File: src/rtl/ma_engine_arbiter_if.sv
`default_nettype none
// ============================================================================
// Module   : ma_engine_arbiter_if
// Purpose  : Bundles the requester, engine and result signals of the
//            moving-average engine arbiter.
//            slave  - the arbiter side (accepts requests, drives the engine,
//                     returns results).
//            master - the environment side (requesters, engine, result sink).
// Signals  : req_valid/req_data/req_ready   per-channel sample handshake
//            eng_start/eng_ch/eng_data      issue to the shared engine
//            eng_done/eng_result            engine completion
//            res_valid/res_ch/res_data      tagged result strobe
//            timeout_err/timeout_cnt/busy   status
// Revision : 1.0 - initial release
// ============================================================================
interface ma_engine_arbiter_if #(
    parameter int NUM_CH = 4,
    parameter int DATA_W = 8
);
    localparam int c_ch_w = (NUM_CH > 1) ? $clog2(NUM_CH) : 1;

    logic [NUM_CH-1:0]        req_valid;
    logic [NUM_CH*DATA_W-1:0] req_data;
    logic [NUM_CH-1:0]        req_ready;
    logic                     eng_start;
    logic [c_ch_w-1:0]        eng_ch;
    logic [DATA_W-1:0]        eng_data;
    logic                     eng_done;
    logic [DATA_W-1:0]        eng_result;
    logic                     res_valid;
    logic [c_ch_w-1:0]        res_ch;
    logic [DATA_W-1:0]        res_data;
    logic                     timeout_err;
    logic [7:0]               timeout_cnt;
    logic                     busy;

    modport slave (
        input  req_valid, req_data, eng_done, eng_result,
        output req_ready, eng_start, eng_ch, eng_data,
               res_valid, res_ch, res_data, timeout_err, timeout_cnt, busy
    );

    modport master (
        output req_valid, req_data, eng_done, eng_result,
        input  req_ready, eng_start, eng_ch, eng_data,
               res_valid, res_ch, res_data, timeout_err, timeout_cnt, busy
    );
endinterface
`default_nettype wire

File: src/rtl/ma_engine_arbiter.sv
`default_nettype none
// ============================================================================
// Module   : ma_engine_arbiter
// Purpose  : Time-multiplexes one moving-average engine across NUM_CH
//            price-feed channels. Channels are granted round-robin, one
//            sample per grant is issued to the engine, and the engine result
//            is returned tagged with its channel. A hung engine is aborted
//            after TIMEOUT wait cycles.
// Ports    : clk  - system clock (rising edge)
//            rst  - synchronous active-high reset
//            bus  - ma_engine_arbiter_if.slave (requests, engine, results,
//                   status)
// Revision : 1.0 - initial release
// ============================================================================
module ma_engine_arbiter #(
    parameter int NUM_CH  = 4,
    parameter int DATA_W  = 8,
    parameter int TIMEOUT = 16
) (
    input wire clk,
    input wire rst,
    ma_engine_arbiter_if.slave bus
);
    localparam int c_ch_w  = (NUM_CH > 1) ? $clog2(NUM_CH) : 1;
    localparam int c_cnt_w = $clog2(TIMEOUT) + 1;
    localparam logic [c_cnt_w-1:0] c_to_last = c_cnt_w'(TIMEOUT - 1);

    localparam logic [1:0] c_idle    = 2'd0;
    localparam logic [1:0] c_issue   = 2'd1;
    localparam logic [1:0] c_wait    = 2'd2;
    localparam logic [1:0] c_deliver = 2'd3;

    logic [1:0]         r_state;
    logic [1:0]         w_next_state;
    logic [c_ch_w-1:0]  r_rr_ptr;
    logic [c_ch_w-1:0]  r_ch;
    logic [DATA_W-1:0]  r_data;
    logic [c_cnt_w-1:0] r_wait_cnt;
    logic [c_ch_w-1:0]  r_res_ch;
    logic [DATA_W-1:0]  r_res_data;
    logic               r_timeout_err;
    logic [7:0]         r_timeout_cnt;

    logic [NUM_CH-1:0]  w_gnt_oh;
    logic               w_gnt_any;
    logic [c_ch_w-1:0]  w_gnt_ch;
    logic [DATA_W-1:0]  w_gnt_data;
    logic [c_ch_w-1:0]  w_next_ptr;
    logic               w_transfer;
    logic               w_timeout_hit;

    logic [NUM_CH-1:0]  w_req_ready;
    logic               w_eng_start;
    logic               w_res_valid;
    logic               w_busy;

    // Round-robin search: first asserted request at or above r_rr_ptr,
    // wrapping past NUM_CH-1 back to channel 0.
    always_comb begin : p_grant
        int idx;
        w_gnt_oh   = '0;
        w_gnt_any  = 1'b0;
        w_gnt_ch   = '0;
        w_gnt_data = '0;
        w_next_ptr = '0;
        idx        = 0;
        for (int k = 0; k < NUM_CH; k++) begin
            idx = int'(r_rr_ptr) + k;
            if (idx >= NUM_CH) begin
                idx = idx - NUM_CH;
            end
            if (!w_gnt_any && bus.req_valid[idx]) begin
                w_gnt_any     = 1'b1;
                w_gnt_oh[idx] = 1'b1;
                w_gnt_ch      = c_ch_w'(idx);
                w_gnt_data    = bus.req_data[idx*DATA_W +: DATA_W];
                w_next_ptr    = (idx == NUM_CH - 1) ? '0 : c_ch_w'(idx + 1);
            end
        end
    end

    assign w_transfer    = (r_state == c_idle) && w_gnt_any;
    assign w_timeout_hit = (r_wait_cnt == c_to_last);

    // State register
    always_ff @(posedge clk) begin
        if (rst) begin
            r_state <= c_idle;
        end else begin
            r_state <= w_next_state;
        end
    end

    // Next-state logic; eng_done takes priority over a coincident timeout.
    always_comb begin
        w_next_state = r_state;
        case (r_state)
            c_idle: begin
                if (w_gnt_any) begin
                    w_next_state = c_issue;
                end
            end
            c_issue: begin
                w_next_state = c_wait;
            end
            c_wait: begin
                if (bus.eng_done) begin
                    w_next_state = c_deliver;
                end else if (w_timeout_hit) begin
                    w_next_state = c_idle;
                end
            end
            c_deliver: begin
                w_next_state = c_idle;
            end
            default: begin
                w_next_state = c_idle;
            end
        endcase
    end

    // State-decoded outputs; grants are only offered while idle.
    always_comb begin
        w_req_ready = '0;
        w_eng_start = 1'b0;
        w_res_valid = 1'b0;
        w_busy      = (r_state != c_idle);
        case (r_state)
            c_idle:    w_req_ready = w_gnt_oh;
            c_issue:   w_eng_start = 1'b1;
            c_deliver: w_res_valid = 1'b1;
            default:   ;
        endcase
    end

    // Datapath: channel/sample latches, wait counter, result and abort status.
    // The sample latch loads at the grant edge, so eng_ch/eng_data become
    // valid in ISSUE and stay put until the following issue.
    always_ff @(posedge clk) begin
        if (rst) begin
            r_rr_ptr      <= '0;
            r_ch          <= '0;
            r_data        <= '0;
            r_wait_cnt    <= '0;
            r_res_ch      <= '0;
            r_res_data    <= '0;
            r_timeout_err <= 1'b0;
            r_timeout_cnt <= '0;
        end else begin
            r_timeout_err <= 1'b0;
            if (w_transfer) begin
                r_ch     <= w_gnt_ch;
                r_data   <= w_gnt_data;
                r_rr_ptr <= w_next_ptr;
            end
            case (r_state)
                c_issue: begin
                    r_wait_cnt <= '0;
                end
                c_wait: begin
                    r_wait_cnt <= r_wait_cnt + c_cnt_w'(1);
                    if (bus.eng_done) begin
                        r_res_ch   <= r_ch;
                        r_res_data <= bus.eng_result;
                    end else if (w_timeout_hit) begin
                        r_timeout_err <= 1'b1;
                        if (r_timeout_cnt != 8'hFF) begin
                            r_timeout_cnt <= r_timeout_cnt + 8'd1;
                        end
                    end
                end
                default: ;
            endcase
        end
    end

    assign bus.req_ready   = w_req_ready;
    assign bus.eng_start   = w_eng_start;
    assign bus.eng_ch      = r_ch;
    assign bus.eng_data    = r_data;
    assign bus.res_valid   = w_res_valid;
    assign bus.res_ch      = r_res_ch;
    assign bus.res_data    = r_res_data;
    assign bus.timeout_err = r_timeout_err;
    assign bus.timeout_cnt = r_timeout_cnt;
    assign bus.busy        = w_busy;
endmodule
`default_nettype wire
File: src/flat_wrapper.sv
// flat-port wrapper written by rule: the top's interface ports become plain ports
module ma_engine_arbiter_flat 
#(
    parameter int NUM_CH  = 4,
    parameter int DATA_W  = 8,
    parameter int TIMEOUT = 16
)
  (clk, rst, bus_req_valid, bus_req_data, bus_eng_done, bus_eng_result, bus_req_ready, bus_eng_start, bus_eng_ch, bus_eng_data, bus_res_valid, bus_res_ch, bus_res_data, bus_timeout_err, bus_timeout_cnt, bus_busy);
  ma_engine_arbiter_if #(.NUM_CH(NUM_CH), .DATA_W(DATA_W)) bus_i ();
  input wire clk;
  input wire rst;
  input wire logic [$bits(bus_i.req_valid)-1:0] bus_req_valid;
  input wire logic [$bits(bus_i.req_data)-1:0] bus_req_data;
  input wire logic [$bits(bus_i.eng_done)-1:0] bus_eng_done;
  input wire logic [$bits(bus_i.eng_result)-1:0] bus_eng_result;
  output wire logic [$bits(bus_i.req_ready)-1:0] bus_req_ready;
  output wire logic [$bits(bus_i.eng_start)-1:0] bus_eng_start;
  output wire logic [$bits(bus_i.eng_ch)-1:0] bus_eng_ch;
  output wire logic [$bits(bus_i.eng_data)-1:0] bus_eng_data;
  output wire logic [$bits(bus_i.res_valid)-1:0] bus_res_valid;
  output wire logic [$bits(bus_i.res_ch)-1:0] bus_res_ch;
  output wire logic [$bits(bus_i.res_data)-1:0] bus_res_data;
  output wire logic [$bits(bus_i.timeout_err)-1:0] bus_timeout_err;
  output wire logic [$bits(bus_i.timeout_cnt)-1:0] bus_timeout_cnt;
  output wire logic [$bits(bus_i.busy)-1:0] bus_busy;
  assign bus_i.req_valid = bus_req_valid;
  assign bus_i.req_data = bus_req_data;
  assign bus_i.eng_done = bus_eng_done;
  assign bus_i.eng_result = bus_eng_result;
  assign bus_req_ready = bus_i.req_ready;
  assign bus_eng_start = bus_i.eng_start;
  assign bus_eng_ch = bus_i.eng_ch;
  assign bus_eng_data = bus_i.eng_data;
  assign bus_res_valid = bus_i.res_valid;
  assign bus_res_ch = bus_i.res_ch;
  assign bus_res_data = bus_i.res_data;
  assign bus_timeout_err = bus_i.timeout_err;
  assign bus_timeout_cnt = bus_i.timeout_cnt;
  assign bus_busy = bus_i.busy;
  ma_engine_arbiter #(.NUM_CH(NUM_CH), .DATA_W(DATA_W), .TIMEOUT(TIMEOUT)) u_core (.clk(clk), .rst(rst), .bus(bus_i));
endmodule
File: config.mk
export PLATFORM = sky130hd
export DESIGN_NAME = ma_engine_arbiter_flat
export DESIGN_NICKNAME = d
export VERILOG_FILES = /design/src/rtl/ma_engine_arbiter_if.sv /design/src/rtl/ma_engine_arbiter.sv /design/src/flat_wrapper.sv
export SDC_FILE = /design/constraint.sdc
export NUM_CORES = 1
export LEC_CHECK = 0
export CORE_MARGIN = 2
export CORE_UTILIZATION = 44
export CTS_CLUSTER_SIZE = 14
export DETAILED_ROUTE_END_ITERATION = 10
export PLACE_DENSITY = 0.75
export SETUP_SLACK_MARGIN = 0.15
export SLEW_MARGIN = 20
export SYNTH_ARGS = -nofsm -noshare
export SYNTH_HDL_FRONTEND = slang
export SYNTH_SLANG_ARGS = --single-unit
File: constraint.sdc
create_clock -name clk -period 3.25 [get_ports clk]
set_input_delay 0.325 -clock clk [delete_from_list [all_inputs] [get_ports clk]]
set_output_delay 0.325 -clock clk [all_outputs]
set_load 0.005 [all_outputs]
Word level (Yosys, flattened, before mapping)
Cells that the tools add are included.

Register bits after elaboration: 38. Input bits: 47. Output and inout bits: 36. Logic and storage cells: 129.

Add/sub/neg operators: 13. Magnitude comparators: 12. Eq/ne operators: 11. Shifts and indexed selects: 4. Multiplexer cells: 57. Bitwise operators: 5. Reductions and logical operators: 18.

Operators with widths (number): 32-bit by 3-bit equality test with 1-bit output (second input constant) (4); 32-bit by 1-bit greater-or-equal comparator with 1-bit output (second input constant) (4); 32-bit by 4-bit less-than comparator with 1-bit output (second input constant) (4); 32-bit two-way mux (4); 32-bit by 32-bit indexed part select with 8-bit output (4); 32-bit by 4-bit greater-or-equal comparator with 1-bit output (second input constant) (3); 32-bit by 4-bit subtractor with 32-bit output (second input constant) (3); 8-bit two-way mux (4); 2-bit two-way mux (15); 4-bit two-way mux (5); 1-bit two-way mux (19); 4-bit OR (3); 5-bit one-hot mux with 2 select lines (1); 2-bit adder (second input constant) (4); 8-bit by 1-bit adder with 8-bit output (second input constant) (1); 1-bit binary-select mux with 2-bit select (4); 1-bit demux with 2-bit select (4); 1-bit logical AND (8); 8-bit inequality test (second input constant) (1); 2-bit one-hot mux with 4 select lines (1); 2-bit by 2-bit adder with 3-bit output (second input constant) (2); 5-bit by 1-bit adder with 5-bit output (second input constant) (1); 5-bit by 4-bit equality test with 1-bit output (second input constant) (1); 2-bit equality test (second input constant) (2); other kinds (13) (18).

Logic depth before layout (Yosys ltp)
Gate-level depths: netlist (run 1).

Word-level depth: 17. Depth in mapped cells: 12. Depth with buffers taken out: 8.

Worst setup path before layout (run 1)
No wires, ideal clock.

Kind: reg2out. Start: reg u_core.r_rr_ptr[0]. End: out bus_req_ready[3]. Arrival: 2771 ps. Required time: 2925 ps. Slack: 154 ps. Stages on the path, launching flop included: 12. Path buffers: 5. Cells stage by stage: dfxtp_1 > buf_6 > clkbuf_1 > inv_1 > ha_1 > buf_6 > mux4_2 > buf_4 > clkbuf_1 > a221oi_1 > a2bb2oi_1 > nor2_1.

Word-level cells in the longest chain between the ends: 16. Elaborated cells between the ends (all ways): 64. Classes of those cells: add/sub (7); order compare (12); mux (32); bitwise (3); reduce/logical (10).

RTL lines: start: declaration (line ma_engine_arbiter.sv:35) `logic [c_ch_w-1:0] r_rr_ptr;`; start signal: assignment (line ma_engine_arbiter.sv:154) `r_rr_ptr <= w_next_ptr;`; parallel branches: the longest is 14 deep, another holds 32-bit by 4-bit subtractor with 32-bit output; 4-bit two-way mux (*) (line ma_engine_arbiter.sv:72) `if (!w_gnt_any && bus.req_valid[idx]) begin`; 4-bit two-way mux (*) (line ma_engine_arbiter.sv:128) `case (r_state)`; end: declaration (line flat_wrapper.sv:16) `output wire logic [$bits(bus_i.req_ready)-1:0] bus_req_ready;`.

Mark *: on every way between the ends. The select of a mux whose other input is x is not followed.

Worst setup path in the final report (run 1)
Start: reg u_core.r_rr_ptr[1]. End: out bus_req_ready[2].

Same word-level chain as after synthesis.

==> reports/qor.tcl, run 1 <==
set qor(yosys_register_bits) 38
set qor(synth_top_area_frac) 0.254
set qor(dr_total_vias) 2913
set qor(netlist_area_before_placement_um2) 2990
set qor(rsz_0062_raised_after_global_routing) {no}
set qor(routed_wire_length_per_instance_um) 14.3
set qor(leakage_nw) 1.44
set qor(dominant_register_cell_in_the_synthesized_netlist) {dfxtp_1}
set qor(dieArea_um2) 7480
set qor(critical_path_peak_fanout) 6
set qor(timing.critical_path.arrival_ps) 2690
set qor(hpwl_after_dpl_um) 5600
set qor(io-pin-count) 83
set qor(gr-usage-all-layers) 0.193
set qor(timing.max_cap.violations) 0
set qor(global_route_wire_length_before_repair_um) 11900
set qor(ys_types) 43
set qor(h-tree-depth) 2
set qor(reg2reg_from) {u_core.r_rr_ptr[1]$_SDFFE_PP0P_}
set qor(worst_path_max_delay_cell) {mux4_2}
set qor(core-area_um2) 6680
set qor(drt.antenna.violating_nets) 0
set qor(postSynthCellCount) 354
set qor(timing_worst_slew_pin_value_ps) 860
set qor(powerDensity_nw_per_um2) 796
set qor(syn_nets) 414
set qor(port_buffers) 82
set qor(whs_path_depth) 2
set qor(die_height_um) 86.5
set qor(dominant_cell_type_by_area_after_synthesis) {dfxtp_1}
set qor(syn-mean-instance-area_um2) 8.46
set qor(cell_chosen_for_the_clock_root) {clkbuf_8}
set qor(clk-insertion-delay-late_ps) 290
set qor(start_kind) {register}
set qor(hold-worst-slack_ps) 454
set qor(initial_core_util) 0.448
set qor(regToRegSetupSlack_ps) 680
set qor(gpl.final_weighted_congestion) 0.866
set qor(critical_path.cell_chain) {inv_1 -> ha_4 -> mux4_2 -> buf_6 -> a221o_1 -> o21ai_0 -> a21oi_1 -> clkdlybuf4s50_1}
set qor(synth_enable_flop_cells) 0
set qor(slew-limit-headroom) 0.425
set qor(num_antenna_cells) 0
set qor(vias_per_cell) 5.68
set qor(finish.cell_count_without_fillers) 513
set qor(netlist_top_cells_area) {dfxtp_1 25%, mux4_2 15%, mux2_2 6.8%, nand2_1 6.5%, nor2_1 6.5%}
set qor(worst_hold_startpoint) {u_core.bus.res_data[7]$_SDFFE_PP0P_}
set qor(postSynth.asyncResetShare) 0
set qor(worstSetupEndpointType) {primary output}
set qor(clock-skew-final_ps) 7.25
set qor(routed_wirelength_um) 7310
set qor(floorplan.die.width_um) 86.5
set qor(postLayoutCoreUtil) 0.604
set qor(grt_pass1_vias) 2597
set qor(area.growth.synth_to_final_pct) 34.9
set qor(nets) 492
set qor(cts_max_path_buffers) 2
set qor(reg2reg_depth) 8
set qor(detail_route.drc_violations) 0
set qor(numPlacedInstances) 502
set qor(finalHoldViolCount) 0
set qor(max-vdd-ir-drop_mv) 0.488
set qor(fmax_mhz) 332
set qor(yosys_warnings) 0
set qor(tritoncts.num_buffers) 5
set qor(cts.clk_slew.worst_paths_ps) 80
set qor(overflow) 0
set qor(worst-endpoint-required_ps) 2920
set qor(first_iter_violations) 130
set qor(holdCritPathClass) {reg -> reg}
set qor(rr_endpoint) {u_core.bus.eng_data[0]$_SDFFE_PP0P_}
set qor(fin_crit_period_ps) 3010
set qor(worst_hold_path_ep) {u_core.bus.res_data[7]$_SDFFE_PP0P_}
set qor(critPathMaxStageDelay_ps) 570
set qor(synth.yosys.seq_area_share) 0.254
set qor(finalSetupViolCount) 0
set qor(hold_buffers) 0
set qor(status) {complete, no violations}
set qor(drt_pass1_iterations) 5
set qor(fin_tns_setup_ps) 0
set qor(initial_antenna_violation_count) 0
set qor(share_of_final_layout_standard_cells_stronger_than_drive_strength_1) 0.162
set qor(cts.sinks) 38
set qor(layout_worst_path_cycle_share) 0.927
set qor(grt_start_max_net_pins) 33
set qor(cts_tree) {done}
set qor(slew_violations) 0
set qor(floorplan.rows) 30
set qor(path_class) {reg -> out}
## final cells by class
cell class,instances,area [um2]
clock buffers,6,82.6
clock inverters,2,12.5
fillers,577,2640
inverters,10,37.5
multi-input cells,282,2110
flip-flops and latches,38,763
well taps,80,100
repair buffers,95,936
## stage by stage
stage / setup WS [ps] / area, um2 / power [mW]
3_5_place_dp: 232 / 3870 / 2.77
4_1_cts: 155 / 3970 / 3.12
3_3_place_gp: 307 / 3870 / 2.73
2_1_floorplan: 154 / 2990 / 2.19
5_1_grt: 143 / 4040 / 3.49
6_report: 238 / 4040 / 3.22
## synthesized netlist by cell type, types with 2 or more instances
master and n:
nor2b_1 3, mux2_2 18, a22oi_1 9, and2_1 2, and4_1 2, a211oi_1 3, nand3b_1 3, buf_6 3
nand2_1 52, a21oi_1 31, nor2_1 52, clkbuf_1 14, mux2i_1 3, a221oi_1 2, a311oi_1 10, nor3_1 3
a221o_1 2, nand2b_1 4, inv_1 10, o21ai_0 25, xnor2_1 3, ha_1 13, xor2_1 4, mux4_2 20
buf_2 5, dfxtp_1 38, nand3_1 4
## metal layers
layer	global-route usage	share of wire
met3	0.0190	0.044
met2	0.333	0.49
met5	0	0
met1	0.258	0.45
met4	0.0511	0.012
## kinds of logic after synthesis
logic type,count (synthesis),share of synthesized area
and+or+nand+nor,130,0.191
AOI/OAI and AO/OA,91,0.198
muxes,41,0.228
DFF,38,0.254
buffers and inverters,34,0.0535
adders and majority gates,13,0.0543
xor gates and xnor gates,7,0.0205
## worst max-delay path by stage
stage / cells past startpoint / to / slack, ps / from
finish: 8 / bus_req_ready[2] / 240 / u_core.r_rr_ptr[1]$_SDFFE_PP0P_
global route: 8 / bus_req_ready[3] / 140 / bus_req_valid[1]
CTS: 8 / bus_req_ready[3] / 150 / u_core.r_rr_ptr[1]$_SDFFE_PP0P_
detailed placement: 7 / bus_req_ready[2] / 230 / bus_req_valid[1]
global placement: 7 / bus_req_ready[2] / 310 / bus_req_valid[1]
floorplan: 11 / bus_req_ready[3] / 150 / u_core.r_rr_ptr[0]$_SDFFE_PP0P_
## placed cells by master (no fill, tap or decap), types with 2 or more instances in the layout
cell	n
a21oi_1	31
and4_1	2
xnor2_1	3
ha_1	12
buf_4	10
nor2b_1	2
nand3_1	4
a211oi_1	3
nand3b_1	3
nor2_1	50
dfxtp_2	2
a221o_1	2
dfxtp_1	36
mux2i_1	3
nor2_2	2
mux2_2	18
a311oi_1	10
inv_1	9
clkbuf_8	6
clkdlybuf4s50_1	81
nand2b_1	4
o21ai_0	25
nor3_1	3
nand2_1	52
a22oi_1	9
buf_6	2
mux4_2	20
xor2_1	4
## report_power, final
part	leakage, nW	switching [mW]	total, mW	internal (mW)
sequential	0.311	0.0661	0.625	0.559
combinational	1.08	1.14	2.26	1.12
clock	0.0472	0.161	0.331	0.170
## state kept, by name (all words and copies together) (netlist names)
| signal | flops |
|---|---|
| u_core.bus.eng_ch | 2 |
| u_core.bus.eng_data | 8 |
| u_core.bus.res_ch | 2 |
| u_core.bus.res_data | 8 |
| u_core.bus.timeout_cnt | 8 |
| u_core.bus.timeout_err | 1 |
| u_core.r_rr_ptr | 2 |
| u_core.r_state | 2 |
| u_core.r_wait_cnt | 5 |
## critical path: cells and delay by family (launching register included)
family                     cells  cell delay [ps]
AOI/OAI and AO/OA              3              510
muxes                          1              570
buffers and inverters          3              690
DFF                            1              340
adders and majority gates      1              280
## timing repair
action                                  in CTS  in global routing
setup buffers                                0                  3
endpoints found under the setup margin       4                  4
pin swaps                                    0                  1
gates resized for setup                      2                 11
(Power assumes the default switching activity.)
==> run 2: changes to the inputs <==
--- a/config.mk
+++ b/config.mk
@@ -6,10 +6,10 @@
 export NUM_CORES = 1
 export LEC_CHECK = 0
 export CORE_MARGIN = 2
-export CORE_UTILIZATION = 44
+export CORE_UTILIZATION = 45
 export CTS_CLUSTER_SIZE = 14
 export DETAILED_ROUTE_END_ITERATION = 10
-export PLACE_DENSITY = 0.75
+export PLACE_DENSITY = 0.74
 export SETUP_SLACK_MARGIN = 0.15
 export SLEW_MARGIN = 20
 export SYNTH_ARGS = -nofsm -noshare
==> constraint.sdc (replaced) <==
create_clock -name clk -period 2.95 [get_ports clk]
set_input_delay 0.295 -clock clk [delete_from_list [all_inputs] [get_ports clk]]
set_output_delay 0.295 -clock clk [all_outputs]
set_load 0.005 [all_outputs]
==> reports/qor.tcl, run 2 (same netlist as run 1, synthesis figures left out) <==
set qor(leakage_nw) 1.55 ;# +8.0%
set qor(critPathMostFrequentCell) {buf_4}
set qor(vias_per_cell) 5.67 ;# about the same
set qor(clk-insertion-delay-late_ps) 290 ;# about the same
set qor(critPathTopFamily) {buffers and inverters}
set qor(critical_path_peak_fanout) 4 ;# -2
set qor(grt_start_max_net_pins) 41 ;# +24%
set qor(cts_tree) {done}
set qor(area.growth.synth_to_final_pct) 41.0
set qor(num_antenna_cells) 0 ;# unchanged
set qor(gr-usage-met3) 0.0385 ;# +0.0195
set qor(floorplan.rows) 29 ;# -3.3%
set qor(finalSetupViolCount) 0 ;# unchanged
set qor(dp_worst_setup_slack_ps) 29.7 ;# -202 ps
set qor(slew-limit-headroom) 0.526 ;# +0.102
set qor(dr_total_vias) 3019 ;# +3.6%
set qor(powerDensity_nw_per_um2) 919 ;# +15%
set qor(fin_tns_setup_ps) 0 ;# unchanged
set qor(routed_wirelength_um) 7910 ;# +8.2%
set qor(first_iter_violations) 170 ;# +31%
set qor(core-area_um2) 6390 ;# -4.4%
set qor(timing_worst_slew_pin_value_ps) 710 ;# -150 ps
set qor(floorplan.die.width_um) 85.6 ;# -1.1%
set qor(io-pin-count) 83 ;# unchanged
set qor(met2_usage) 0.351 ;# +0.0180
set qor(grt.busiest_layer) {met2}
set qor(cell_chosen_for_the_clock_root) {clkbuf_8}
set qor(initial_antenna_violation_count) 0 ;# unchanged
set qor(max-vdd-ir-drop_mv) 0.643 ;# +32%
set qor(reg2reg_from) {u_core.r_rr_ptr[0]$_SDFFE_PP0P_}
set qor(gpl.final_weighted_congestion) 0.875 ;# +1.1%
set qor(finalHoldViolCount) 0 ;# unchanged
set qor(drt.antenna.violating_nets) 0 ;# unchanged
set qor(rsz_0062_raised_after_global_routing) {yes}
set qor(start_kind) {register}
set qor(drt_pass1_iterations) 4 ;# -1
set qor(holdCritPathClass) {reg -> reg}
set qor(overflow) 0 ;# unchanged
set qor(worst_hold_path_ep) {u_core.bus.res_data[4]$_SDFFE_PP0P_}
set qor(setup_ws_ps) 106 ;# -131 ps
set qor(mostFrequentLayoutCell) {clkdlybuf4s50_1}
set qor(dieArea_um2) 7320 ;# -2.1%
set qor(hold_buffers) 0 ;# unchanged
set qor(worst_path_max_delay_cell) {mux4_2}
set qor(postLayoutCoreUtil) 0.661 ;# +0.0564
set qor(cts.clk_slew.worst_paths_ps) 70 ;# about the same
set qor(path_class) {reg -> reg}
set qor(hpwl_after_dpl_um) 5640 ;# +0.82%
set qor(layout_worst_path_cycle_share) 0.964
set qor(reg2reg_depth) 17 ;# +9
set qor(fin_crit_period_ps) 2840
set qor(nFillCells) 546 ;# -5.4%
set qor(worst_hold_startpoint) {u_core.bus.res_data[4]$_SDFFE_PP0P_}
set qor(cts.sinks) 38 ;# unchanged
set qor(cts_max_path_buffers) 2 ;# unchanged
set qor(worstSetupEndpointType) {register}
set qor(worst-endpoint-required_ps) 3150 ;# +230 ps
set qor(grt_pass1_vias) 2742 ;# +5.6%
set qor(global_route_wire_length_before_repair_um) 12900 ;# +9.1%
set qor(timing.critical_path.arrival_ps) 3040 ;# +350 ps
set qor(fmax_mhz) 352
set qor(nets) 514 ;# +4.5%
set qor(timing.max_cap.violations) 0 ;# unchanged
set qor(final_cell_mix) {78 x clkdlybuf4s50_1, 52 x nand2_1, 50 x nor2_1}
set qor(h-tree-depth) 2 ;# unchanged
set qor(critPathMaxStageDelay_ps) 590 ;# +20 ps
set qor(share_of_final_layout_standard_cells_stronger_than_drive_strength_1) 0.209 ;# +0.0471
set qor(status) {complete, no violations}
set qor(routed_wire_length_per_instance_um) 14.9 ;# +4.3%
set qor(worstPathBufferInverterCount) 11 ;# +8
set qor(initial_core_util) 0.469 ;# +0.0207
set qor(gr-usage-all-layers) 0.215 ;# +0.0222
set qor(clock-skew-final_ps) 4.10 ;# -3.15 ps
set qor(whs_path_depth) 2 ;# unchanged
set qor(regToRegSetupSlack_ps) 110 ;# -570 ps
set qor(use_met1) 0.299 ;# +0.0405
set qor(die_height_um) 85.6 ;# -1.1%
set qor(critical_path.cell_chain) {inv_2 -> ha_4 -> mux4_2 -> nor2_4 -> buf_6 -> buf_6 -> buf_6 -> buf_4 -> buf_4 -> buf_4 -> buf_4 -> buf_6 -> buf_4 -> buf_4 -> nor2_1 -> o22a_1 -> a211oi_2}
set qor(slew_violations) 0 ;# unchanged
set qor(port_buffers) 82 ;# unchanged
set qor(rr_endpoint) {u_core.r_rr_ptr[1]$_SDFFE_PP0P_}
set qor(tritoncts.num_buffers) 5 ;# unchanged
set qor(detail_route.drc_violations) 0 ;# unchanged
-- run 2: repair_timing --
| item | CTS | global route |
|---|---|---|
| pin swaps | 2 | 5 |
| setup endpoints to repair | 4 | 4 |
| setup buffers | 13 | 5 |
| gates resized for setup | 13 | 16 |
-- run 2: how the worst max path moves through the flow --
stage	startpoint	to	depth (start not counted)	slack, ps
final	u_core.r_rr_ptr[0]$_SDFFE_PP0P_	u_core.r_rr_ptr[1]$_SDFFE_PP0P_	17	110
after global routing	u_core.r_rr_ptr[0]$_SDFFE_PP0P_	u_core.r_rr_ptr[1]$_SDFFE_PP0P_	17	10
after CTS	u_core.r_rr_ptr[1]$_SDFFE_PP0P_	bus_req_ready[2]	9	80
after detailed placement	bus_req_valid[2]	bus_req_ready[2]	7	30
after global placement	bus_req_valid[2]	bus_req_ready[0]	7	110
after floorplan	u_core.r_rr_ptr[0]$_SDFFE_PP0P_	bus_req_ready[3]	11	170
-- run 2: metal layers --
metal	up-vias	wire length (um)	part of all wire
li1	1491	-	-
met1	1387	3500	0.44
met2	133	3730	0.47
met3	8	592	0.075
met4	0	85	0.011
met5	-	0	0
-- run 2: power breakdown --
part	internal, mW	switching (mW)	leakage, nW
clock	0.253	0.172	0.0524
combinational	1.40	1.38	1.19
sequential	0.616	0.0664	0.311
total	2.27	1.61	1.55
-- run 2: tightest hold or removal path: stages, from the launching register on --
cell and delay (ps):
dfxtp_1 310, nand2_1 50, a21oi_1 50
-- run 2: cell type report --
| cell class | count | area, um2 | area share |
|---|---|---|---|
| inverters | 10 | 37.5 | 0.00889 |
| clock inverters | 1 | 30.0 | 0.00712 |
| clock buffers | 7 | 76.3 | 0.0181 |
| repair buffers | 117 | 1090 | 0.259 |
| well taps | 77 | 96.3 | 0.0228 |
| flip-flops and latches | 38 | 763 | 0.181 |
| multi-input cells | 282 | 2120 | 0.503 |
-- run 2: through the flow --
step	instance area, um2	power [mW]	std cells	hold WS [ps]
final	4220	3.88	532	454
after global routing	4220	4.19	532	472
after CTS	4150	3.72	527	456
after detailed placement	3920	3.10	506	446
after global placement	3920	3.05	506	441
after floorplan	3010	2.43	354	431
